==> src/rtl/pc_redirect_unit.sv <==
// Fetch-PC register with branch/jump redirect, a two-cycle pipeline flush,
// misaligned-target trapping and a saturating redirect counter.
module pc_redirect_unit #(
    parameter logic [31:0] RESET_PC    = 32'h0000_0000,
    parameter logic [31:0] TRAP_VEC    = 32'h0000_0100,
    // Counter value loaded on reset; left at zero except to preload a test.
    parameter logic [15:0] CNT_PRELOAD = 16'h0000
) (
    input  logic        clk,
    input  logic        rst_n,
    input  logic        stall,
    input  logic        br_taken,
    input  logic        jump,
    input  logic [31:0] PC_plus_X,
    output logic [31:0] PC,
    output logic [31:0] PC_plus_4,
    output logic        flush,
    output logic        trap,
    output logic [15:0] redirect_cnt
);

    typedef enum logic [1:0] {
        RUN    = 2'd0,
        FLUSH1 = 2'd1,
        FLUSH2 = 2'd2
    } state_e;

    state_e      state_q, state_d;
    logic [31:0] pc_q, pc_d;
    logic        flush_q, flush_d;
    logic        trap_q, trap_d;
    logic [15:0] cnt_q, cnt_d;
    logic        redirect_s;
    logic [31:0] pc_seq_s;

    assign redirect_s = br_taken | jump;
    assign pc_seq_s   = pc_q + 32'd4;

    // Next-state, next-PC and status computation.
    always_comb begin
        state_d = state_q;
        pc_d    = pc_q;
        flush_d = 1'b0;
        trap_d  = 1'b0;
        cnt_d   = cnt_q;
        case (state_q)
            RUN: begin
                if (redirect_s) begin
                    state_d = FLUSH1;
                    flush_d = 1'b1;
                    if (PC_plus_X[1:0] == 2'b00) begin
                        pc_d = PC_plus_X;
                    end else begin
                        pc_d   = TRAP_VEC;
                        trap_d = 1'b1;
                    end
                    if (cnt_q != 16'hFFFF) begin
                        cnt_d = cnt_q + 16'd1;
                    end else begin
                        cnt_d = cnt_q;
                    end
                end else if (!stall) begin
                    pc_d = pc_seq_s;
                end else begin
                    pc_d = pc_q;
                end
            end
            // Redirect inputs here belong to squashed instructions.
            FLUSH1: begin
                state_d = FLUSH2;
                flush_d = 1'b1;
                if (!stall) begin
                    pc_d = pc_seq_s;
                end else begin
                    pc_d = pc_q;
                end
            end
            FLUSH2: begin
                state_d = RUN;
                flush_d = 1'b0;
                if (!stall) begin
                    pc_d = pc_seq_s;
                end else begin
                    pc_d = pc_q;
                end
            end
            default: begin
                state_d = RUN;
                pc_d    = pc_q;
            end
        endcase
    end

    // State and output registers with asynchronous reset.
    always_ff @(posedge clk or negedge rst_n) begin
        if (!rst_n) begin
            state_q <= RUN;
            pc_q    <= RESET_PC;
            flush_q <= 1'b0;
            trap_q  <= 1'b0;
            cnt_q   <= CNT_PRELOAD;
        end else begin
            state_q <= state_d;
            pc_q    <= pc_d;
            flush_q <= flush_d;
            trap_q  <= trap_d;
            cnt_q   <= cnt_d;
        end
    end

    assign PC           = pc_q;
    assign PC_plus_4    = pc_seq_s;
    assign flush        = flush_q;
    assign trap         = trap_q;
    assign redirect_cnt = cnt_q;

endmodule

==> config.mk <==
export PLATFORM = sky130hd
export DESIGN_NAME = pc_redirect_unit
export DESIGN_NICKNAME = d
export VERILOG_FILES = /design/src/rtl/pc_redirect_unit.sv
export SDC_FILE = /design/constraint.sdc
export NUM_CORES = 1
export LEC_CHECK = 0
export ABC_AREA = 1
export BUFFER_PORTS_ARGS = -buffer_cell sky130_fd_sc_hd__buf_4
export CAP_MARGIN = 40
export CORE_ASPECT_RATIO = 0.8
export CORE_MARGIN = 1.5
export CORE_UTILIZATION = 39
export DETAILED_ROUTE_END_ITERATION = 10
export PLACE_DENSITY = 0.77
export SLEW_MARGIN = 20
export SYNTH_ARGS = -nofsm -noshare
export SYNTH_HDL_FRONTEND = slang
export SYNTH_SLANG_ARGS = --single-unit
==> constraint.sdc <==
create_clock -name clk -period 1.47 [get_ports clk]
set_input_delay 0.2205 -clock clk [delete_from_list [all_inputs] [get_ports clk]]
set_output_delay 0.2205 -clock clk [all_outputs]
set_load 0.02 [all_outputs]
==> flow_metrics.py <==
metrics = {
    "run_status": {
        "status": "finished, violations left",
        "violations": "negative setup slack",
    },
    "final_layout": {
        "most-common-layout-cells": "buf_4, nand2_1, nand2_2",
        "area_growth_pct": 90.2,
        "antenna_cells": 0,
        "layout-drive-gt1-share_pct": 60.3,
        "fin_nets": 879,
        "fill_cells": 581,
        "fin_util_pct": 75.9,
        "layout_commonest_cell": "buf_4",
    },
    "critical_path": {
        "cp-end-kind": "output port",
        "cp_data_required_time_ns": 1.25,
        "path_class": "flip-flop to output port",
        "timing.rr.end": "PC[23]$_DFFE_PN0P_",
        "critPathLaunchType": "flip-flop",
        "crit_start": "PC[19]$_DFFE_PN0P_",
        "rrSetupSlack_ns": -0.29,
        "arrival_ns": 1.84,
        "crit_fanout": 3,
        "r2r_start": "PC[7]$_DFFE_PN0P_",
        "rr_worst_depth": 13,
    },
    "timing": {
        "setup_viol": 74,
        "fmax_mhz": 485,
        "worst_slack_ns": -0.591,
        "whs_ns": 0.276,
        "fin_skew_ns": 0.0118,
        "timing.final.crit_share_pct": 140,
        "worst_slew_pin_slew_ns": 0.425,
        "maxSlewHeadroom_pct": 71.7,
        "grt_setup_unrepaired": "yes",
        "maxSlewViolCount": 0,
        "tns_ns": -17.38,
        "hold_viol_final": 0,
        "layout_min_cycle_time_ns": 2.06,
    },
    "cts": {
        "cts.sinks": 52,
        "clockBufferDepth": 2,
        "cts_tree": "done",
        "cts_buffers": 5,
        "htree_levels": 2,
        "clk_pin_slew_worst_paths_ns": 0.08,
        "cts-root-buf": "clkbuf_16",
        "insertion_delay_ns": 0.31,
    },
    "hold_path": {
        "min-delay-path-class": "input pin to flip-flop",
        "whs_path_depth": 5,
        "hold_end": "PC[3]$_DFFE_PN0P_",
        "min-delay-start": "PC_plus_X[3]",
    },
    "logic_synthesis": {
        "ys_warn_count": 0,
        "syn_area_mm2": 0.00382,
        "syn_area_per_cell_um2": 6.42,
        "synth-seq-area-share_pct": 34.1,
        "ys_types": 35,
        "synth_edf_count": 0,
        "async_reset_ff_share_pct": 100,
        "synthFlopType": "dfrtp_1",
        "ys_ff_latch": 52,
        "synth_nets": 637,
        "synth_cells": 595,
    },
    "power": {
        "leakage_nw": 3.41,
        "p_per_area_mw_per_mm2": 2370,
        "ir_drop_mv": 1.12,
    },
    "job": {
        "maxCapViolations": 0,
    },
    "grt": {
        "grt_max_degree": 32,
        "groute.usage.overall_pct": 29.5,
        "grt_pass1_vias": 5188,
        "grt_pass1_wl_mm": 24.3,
        "grt_antenna_before_repair": 0,
        "grt-ovfl-total": 0,
    },
    "floorplanning": {
        "chipHeight_um": 91.5,
        "die_x_um": 114,
        "initial_core_util_pct": 39.9,
        "coreArea_mm2": 0.00957,
        "rows": 32,
        "io_pins": 119,
        "die_area_mm2": 0.0104,
    },
    "placed_design": {
        "globalplace.congestion": 0.907,
        "port_buffers": 118,
        "dp_hpwl_mm": 10.1,
    },
    "routing": {
        "ant_nets": 0,
        "wl_met2_mm": 8.88,
        "drcViolationCount": 0,
        "dr.first_iter.drc_count": 473,
        "routed.top_layer": "met4",
        "met1_length_mm": 6.64,
        "dr.pass1.iters": 5,
        "routed_wl_mm": 18.2,
        "wl_per_cell_um": 19.0,
        "vias": 5428,
        "wl_met3_mm": 1.63,
        "via_per_inst": 5.67,
    },
}
-- power by group --
group | total (mW) | switching [mW] | leakage (nW) | internal [mW]
logic | 12.9 | 7.11 | 2.70 | 5.78
registers | 2.85 | 0.778 | 0.627 | 2.08
clock network | 1.46 | 0.644 | 0.0840 | 0.813
total | 17.2 | 8.53 | 3.41 | 8.66
-- per-layer routing --
| metal | up-vias | GRT usage [%] |
|---|---|---|
| met4 | 0 | 14.7 |
| li1 | 2372 | - |
| met2 | 357 | 51.1 |
| met1 | 2577 | 34.4 |
| met3 | 122 | 6.28 |
| met5 | - | 0 |
-- sequential cells by signal, indices dropped and copies added (netlist names) --
register	cells
PC	32
redirect_cnt	16
flush	1
trap	1
state_q	2
-- critical path, cell delays in order, from the launching register on --
cell     delay [ns]
dfrtp_1        0.43
nand2_1        0.14
nor2_1         0.20
nand2_2        0.14
nor2_1         0.20
nand3_1        0.18
nand2_2        0.12
buf_6          0.11
-- stage by stage --
step                setup WS, ns  instance area (µm²)  power [mW]  std cells
detailed placement        -0.296                 5660        11.6        899
global placement          -0.288                 5660        11.4        899
finish                    -0.591                 7260        17.2        957
global route              -0.666                 7260        17.9        957
floorplan                -0.0918                 4040        7.70        595
CTS                       -0.446                 6620        15.0        935
-- worst max path at each step --
stage,to,slack [ns],cells after the start
3_3_place_gp,PC[8]$_DFFE_PN0P_,-0.29,7
6_report,PC_plus_4[28],-0.59,7
3_5_place_dp,PC[8]$_DFFE_PN0P_,-0.30,7
2_1_floorplan,redirect_cnt[6]$_DFFE_PN0P_,-0.09,11
4_1_cts,PC_plus_4[30],-0.45,9
5_1_grt,PC_plus_4[28],-0.67,7
-- timing repair --
action / 4_1_cts / 5_1_grt
gates resized for setup: 145 / 137
hold endpoints to repair: 22 / 0
cloned: 4 / 1
endpoints found under the setup margin: 70 / 74
hold buffers: 1 / 0
setup buffers: 25 / 24
pin swaps: 53 / 67
-- area by class of cell --
type | count | area (µm²) | share of cell area [%]
timing repair buffer | 253 | 2190 | 30.1
tap | 119 | 149 | 2.05
sequential | 52 | 1320 | 18.2
clock inverter | 3 | 47.5 | 0.655
multi-input combinational | 460 | 3160 | 43.5
inverter | 64 | 258 | 3.55
timing repair inverter | 1 | 11.3 | 0.155
clock buffer | 5 | 125 | 1.72
-- logic make-up after synthesis --
logic type / share of synthesized area (%)
adder cells (fa/ha/maj): 1.64
AO/OA/AOI/OAI: 13.7
flip-flops: 34.1
AND/OR/NAND/NOR: 37.2
XOR/XNOR: 4.10
buffers and inverters: 9.34
-- cell usage after synthesis (2+ instances only) --
| cell | number | area share (%) |
|---|---|---|
| o21ai_2 | 5 | 1.1 |
| nor2_2 | 5 | 0.82 |
| buf_4 | 3 | 0.59 |
| o21ai_1 | 5 | 0.66 |
| nand2_1 | 220 | 22 |
| xnor2_1 | 4 | 0.92 |
| nand3_1 | 36 | 4.7 |
| clkbuf_1 | 8 | 0.79 |
| buf_2 | 7 | 0.92 |
| xor2_1 | 12 | 2.8 |
| o21ai_0 | 31 | 4.1 |
| a211oi_1 | 14 | 2.8 |
| dfrtp_1 | 52 | 34 |
| inv_1 | 62 | 6.1 |
| a22oi_1 | 3 | 0.59 |
| a21oi_1 | 30 | 3.9 |
| nor3_1 | 5 | 0.66 |
| nor2_4 | 2 | 0.59 |
| nor2_1 | 67 | 6.6 |
| ha_1 | 5 | 1.6 |
| nand4_1 | 3 | 0.49 |
| nand2_2 | 2 | 0.33 |
| nand3_2 | 2 | 0.52 |
Power figures use the tool's default switching activity.
